[src/rtl/as_sequencer.sv]
// Fetch/decode/execute controller for the accumulator datapath: 3 cycles/instruction on a zero-wait fetch.
// Stalls in FETCH until imem_ack and in IN_WAIT until sw_valid; HALT is terminal until reset.
module as_sequencer #(
  parameter int n   = 8,
  parameter int PCW = 8,
  parameter int IW  = 16
) (
  input  logic           clk,
  input  logic           n_reset,
  output logic           imem_req,
  output logic [PCW-1:0] imem_addr,
  input  logic           imem_ack,
  input  logic [IW-1:0]  imem_data,
  output logic [1:0]     rd_addr,
  output logic [1:0]     rs_addr,
  output logic           reg_we,
  output logic [n-1:0]   alu_imm,
  output logic           add_a_sel,
  output logic           add_b_sel,
  output logic           acc_en,
  output logic           acc_add,
  output logic           in_en,
  input  logic           z,
  input  logic           sw_valid,
  output logic           sw_ack,
  output logic           halted,
  output logic           illegal
);

  typedef enum logic [2:0] {
    S_IDLE, S_FETCH, S_DECODE, S_EXEC, S_IN_WAIT, S_HALT
  } state_t;

  localparam logic [3:0] OP_NOP  = 4'h0;
  localparam logic [3:0] OP_ADDI = 4'h1;
  localparam logic [3:0] OP_MULA = 4'h2;
  localparam logic [3:0] OP_ACCM = 4'h3;
  localparam logic [3:0] OP_IN   = 4'h4;
  localparam logic [3:0] OP_BZ   = 4'h5;
  localparam logic [3:0] OP_BSW  = 4'h6;
  localparam logic [3:0] OP_JMP  = 4'h7;
  localparam logic [3:0] OP_HALT = 4'hF;

  state_t         state, state_n;
  logic [PCW-1:0] pc, pc_n, pc_inc, target;
  logic [IW-1:0]  ir, ir_n;
  logic           illegal_n;
  logic [3:0]     op;
  logic signed [7:0] imm_s;

  assign op        = ir[15:12];
  assign imm_s     = ir[7:0];
  assign pc_inc    = pc + PCW'(1);
  assign target    = PCW'(ir[7:0]);
  assign imem_addr = pc;
  assign rd_addr   = ir[11:10];
  assign rs_addr   = ir[9:8];
  assign halted    = (state == S_HALT);

  always_ff @(posedge clk or negedge n_reset) begin
    if (!n_reset) begin
      state   <= S_IDLE;
      pc      <= '0;
      ir      <= '0;
      illegal <= 1'b0;
    end else begin
      state   <= state_n;
      pc      <= pc_n;
      ir      <= ir_n;
      illegal <= illegal_n;
    end
  end

  // All strobes are decoded from the current state so a reset kills them immediately.
  always_comb begin
    state_n   = state;
    pc_n      = pc;
    ir_n      = ir;
    illegal_n = illegal;
    imem_req  = 1'b0;
    reg_we    = 1'b0;
    alu_imm   = '0;
    add_a_sel = 1'b0;
    add_b_sel = 1'b0;
    acc_en    = 1'b0;
    acc_add   = 1'b0;
    in_en     = 1'b0;
    sw_ack    = 1'b0;
    case (state)
      S_IDLE: state_n = S_FETCH;
      S_FETCH: begin
        imem_req = 1'b1;
        if (imem_ack) begin
          ir_n    = imem_data;
          state_n = S_DECODE;
        end
      end
      S_DECODE: state_n = (op == OP_IN) ? S_IN_WAIT : S_EXEC;
      S_EXEC: begin
        alu_imm = n'(imm_s);
        state_n = S_FETCH;
        pc_n    = pc_inc;
        case (op)
          OP_NOP, OP_IN: ;
          OP_ADDI: begin
            add_b_sel = 1'b1;
            reg_we    = 1'b1;
          end
          OP_MULA: reg_we = 1'b1;
          OP_ACCM: begin
            acc_add = 1'b1;
            acc_en  = 1'b1;
          end
          OP_BZ: begin
            alu_imm   = '0;
            add_b_sel = 1'b1;
            if (z) pc_n = target;
          end
          // z low means SW[8] was set, so the switch branch is taken.
          OP_BSW: begin
            alu_imm   = '0;
            add_a_sel = 1'b1;
            add_b_sel = 1'b1;
            if (!z) pc_n = target;
          end
          OP_JMP: pc_n = target;
          OP_HALT: begin
            pc_n    = pc;
            state_n = S_HALT;
          end
          default: illegal_n = 1'b1;
        endcase
      end
      S_IN_WAIT: begin
        if (sw_valid) begin
          in_en   = 1'b1;
          reg_we  = 1'b1;
          sw_ack  = 1'b1;
          pc_n    = pc_inc;
          state_n = S_FETCH;
        end
      end
      S_HALT: ;
      default: state_n = S_IDLE;
    endcase
  end

endmodule

[config.mk]
export PLATFORM = sky130hd
export DESIGN_NAME = as_sequencer
export DESIGN_NICKNAME = d
export VERILOG_FILES = /design/src/rtl/as_sequencer.sv
export SDC_FILE = /design/constraint.sdc
export NUM_CORES = 1
export LEC_CHECK = 0
export BUFFER_PORTS_ARGS = -buffer_cell sky130_fd_sc_hd__buf_2
export CORE_MARGIN = 4
export CORE_UTILIZATION = 33
export CTS_CLUSTER_DIAMETER = 100
export CTS_CLUSTER_SIZE = 25
export DETAILED_ROUTE_END_ITERATION = 16
export SLEW_MARGIN = 20
export SYNTH_ARGS = -nofsm -noshare
export SYNTH_HDL_FRONTEND = slang
export SYNTH_SLANG_ARGS = --single-unit
export TNS_END_PERCENT = 20
[constraint.sdc]
create_clock -name clk -period 2 [get_ports clk]
set_input_delay 0.1 -clock clk [delete_from_list [all_inputs] [get_ports clk]]
set_output_delay 0.1 -clock clk [all_outputs]
set_load 0.1 [all_outputs]
## Word-level counts from Yosys, hierarchy flattened

Index checks and enable logic that the tools add are counted.
W data, S select, Z words.

- Register bits: 28
- Bits of input ports: 21
- Output and inout port bits: 30
- Logic and storage cells: 57

- Add/sub/neg operators: 1
- Equality and inequality tests: 16
- Muxes and demuxes: 23
- Bitwise logic cells: 2
- Reductions and logical operators: 11

Operators by type and width:

| kind | count |
|---|---|
| $mux W8 | 5 |
| $pmux W8 S4 | 1 |
| $pmux W3 S6 | 1 |
| $eq A4 B3 Y1 const B | 4 |
| $pmux W8 S2 | 1 |
| $mux W3 | 4 |
| $mux W1 | 10 |
| $reduce_or A9 Y1 | 1 |
| $add A8 B1 Y8 const B | 1 |
| $eq A4 B2 Y1 const B | 2 |
| $eq A3 B2 Y1 const B | 2 |
| $eq A3 B3 Y1 const B | 2 |
| $ne A2 B2 Y1 const B | 3 |
| $reduce_and A3 Y1 | 2 |
| $eq A4 B1 Y1 const B | 1 |
| $eq A4 B4 Y1 const B | 1 |
| $logic_not A4 Y1 | 1 |
| $reduce_and A2 Y1 | 2 |
| $reduce_or A2 Y1 | 2 |
| $eq A3 B1 Y1 const B | 1 |
| $logic_not A3 Y1 | 1 |
| $reduce_or A3 Y1 | 1 |
| $not A1 Y1 | 2 |
| $pmux W1 S2 | 1 |
| $reduce_bool A2 Y1 | 1 |

## Logic depth before layout (Yosys ltp)

- Depth in word-level cells: 4
- Gate-level depth with buffers: 6

## Worst setup path before layout

Ideal clock, no wire load.

- Kind: flip-flop to output port
- Start point: register state[2]
- End point: output port acc_en
- Data arrival time: 4.302 ns
- Data required time: 1.900 ns
- Setup slack: -2.402 ns
- Stages on the path, launching flop included: 5
- Cell sequence: dfrtp_1 buf_6 nand3b_1 nor4_1 buf_4

- Cells in the longest elaborated chain, start to end: 2

RTL lines:

| element | RTL line | RTL |
|---|---|---|
| from (decl) | 44 | `state_t state, state_n;` |
| from (signal assigned) | 67 | `state <= state_n;` |
| $eq A3 B2 Y1 | n/a |  |
| $mux W1 | n/a |  |
| to (decl) | 20 | `output logic acc_en,` |

Every way passes these cells.

## Worst setup path after layout

- Start point: register state[2]
- End point: output port add_a_sel

- Cells in the longest elaborated chain, start to end: 2

RTL lines:

| element | RTL line | RTL |
|---|---|---|
| $eq A3 B2 Y1 | 89 | `case (state)` |
| $mux W1 | 89 |  |
| to (decl) | 18 | `output logic add_a_sel,` |

Every way passes these cells.

==> flow_metrics.tcl <==
set metrics [dict create \
    synth_top_area_share_pct 42.8 \
    coreArea_um2 4750 \
    ys.flop_type "dfrtp_1" \
    root_buffer "clkbuf_8" \
    hold_path_class "primary input to flop" \
    diodes 0 \
    worstPathArrival_ns 1.82 \
    via_count 1292 \
    cts_max_level 1 \
    place_area_um2 2020 \
    grt_antenna_before_repair 0 \
    grt_remaining_overflow 0 \
    final_hold_viol_count 0 \
    numClockSinks 28 \
    insertion_delay_ns 0.28 \
    reg2regPathDepth 4 \
    synth_edf_count 0 \
    max_stage_delay_ns 0.48 \
    ys.warnings.count 0 \
    status "complete, no violations" \
    layout_commonest_cell "buf_2" \
    slew-limit-headroom_pct 57.2 \
    initial_utilization_pct 34.4 \
    fin_ws_ns 0.0782 \
    synth_nets 174 \
    maxClockFrequency_mhz 520 \
    grt_pass1_wl_mm 6.28 \
    die-area_um2 6150 \
    numCtsBuffers 3 \
    mostFrequentLayoutCells "buf_2, dfrtp_1, mux2_2" \
    drc 0 \
    critPathKind "flop to output pin" \
    hold_path_depth 3 \
    hpwlAfterDp_mm 2.82 \
    fp.dieH_um 78.5 \
    worstSetupEndpointType "output pin" \
    cts_tree "done" \
    drtAntennaViolNets 0 \
    ys_seq_area_share_pct 42.8 \
    crit_buf_inv 1 \
    row_count 25 \
    rsz0062_at_grt "true" \
    fin_area_um2 2100 \
    yosys_register_bits 28 \
    drive_gt1_share_pct 46.4 \
    synth_area_per_cell_um2 10.8 \
    slew_viol_final 0 \
    final_net_count 219 \
    via_per_inst 4.91 \
    worstPathMaxFanout 12 \
    tns_ns 0 \
    finalSetupViolations 0 \
    port_buffers 50 \
    layout_min_cycle_time_ns 1.92 \
    syn_area_um2 1640 \
    syn_to_final_growth_pct 28.1 \
    clock_path_buffers 2 \
    cp.depth 3 \
    grt_max_degree 29 \
    gp_congestion 0.757 \
    yosysUniqueCellTypes 43 \
    postRouteWirelength_mm 3.77 \
    grt_pass1_vias 1245 \
    synth_area_leader_cell "dfrtp_1" \
    required_ns 1.90 \
    syn_inst 152 \
    place_ws_ns 0.306 \
    first_iter_violations 39 \
    crit_path_start_kind "flop" \
    crit_slowest_cell "dfrtp_2" \
    fin_crit_sh_pct 96.1 \
    fin_skew_ns 0.00500 \
    path_clk_slew_ns 0.10 \
    grt.total_usage_pct 12.7 \
    die_w_um 78.5 \
    io_pins 51 \
    drtPass1Iterations 5 \
    synth.area.top_cells "dfrtp_1, mux2_2, buf_4" \
    async_flop_share_pct 100 \
    worst_slew_pin_slew_ns 0.643 \
    critical-path-top-delay-family "simple AND/OR/NAND/NOR gates" \
    maxCapViolations 0 \
    path_cells "nand3b_1 > nor4b_2 > buf_2" \
    fin_util_pct 44.1 \
    wl_per_cell_um 14.3 \
]
## worst reg2reg max path, stage by stage (launching register included)
cell,delay (ns)
dfrtp_2,0.50
and4bb_2,0.39
o22a_1,0.36
o21ai_1,0.14
a22oi_2,0.19
## Yosys cell counts, types with 2 or more instances
master	number
nor2b_1	2
buf_4	11
mux2_2	14
and2_1	8
buf_6	3
nor3_1	2
and4bb_2	2
and3_1	3
nand3_1	6
nand3b_1	2
nand2_1	8
a21oi_1	2
a22oi_1	3
o21ai_0	9
a31o_2	2
o2bb2ai_1	2
nor2_1	5
nand2b_1	3
inv_1	7
mux2i_1	8
dfrtp_1	28
## worst paths after layout
path | start | end | slack [ns]
hold / removal | imem_data[14] | ir[14] | 0.03
setup / recovery | state[2] | add_a_sel | 0.08
setup reg to reg | state[0] | imem_addr[3] | 0.33
hold reg to reg | illegal | illegal | 0.50
min in group asynchronous | n_reset | ir[13] | 0.37
max in group asynchronous | n_reset | state[1] | 1.18
## cell families (layout without fill, tap and decap cells)
| kind of cell | count (synthesis) | in the layout | share of synthesized area (%) |
|---|---|---|---|
| AND/OR/NAND/NOR | 52 | 52 | 20.7 |
| flip-flops | 28 | 28 | 42.8 |
| AO/OA/AOI/OAI | 26 | 26 | 11.2 |
| multiplexers | 22 | 22 | 14.5 |
| buffers and inverters | 22 | 66 | 9.55 |
| adder cells (fa/ha/maj) | 1 | 1 | 0.764 |
| XOR/XNOR | 1 | 1 | 0.535 |
## state kept, by name, indices dropped and copies added (netlist names)
register,cells
ir,16
imem_addr,8
state,3
illegal,1
## area by class of cell
| type | count | area [um2] |
|---|---|---|
| fill | 453 | 2660 |
| multi-input combinational | 102 | 816 |
| sequential | 28 | 704 |
| timing repair buffer | 55 | 413 |
| tap | 67 | 83.8 |
| clock buffer | 4 | 55.1 |
| inverter | 7 | 26.3 |
## what timing repair did
action | CTS | global route
endpoints found under the hold margin | 28 | 0
resized for setup | 1 | 4
setup buffers | 0 | 1
setup endpoints to repair | 3 | 11
hold buffers | 1 | 0
## metal layers
metal	up-vias	wire length (um)	part of all wire, %	track usage (%)
li1	622	-	-	-
met4	0	17	0.45	2.10
met3	2	308	8.2	4.13
met2	51	1720	46	19.5
met5	-	0	0	0
met1	617	1720	46	17.7
## through the flow
stage,hold WS (ns),cells
6_report,0.0325,263
5_1_grt,0.0401,263
4_1_cts,0.0263,262
3_5_place_dp,0.166,257
3_3_place_gp,0.165,257
2_1_floorplan,-0.196,152
Power is not shown: default switching activity piles up to over one toggle a cycle in this logic, so the estimate is an artifact.
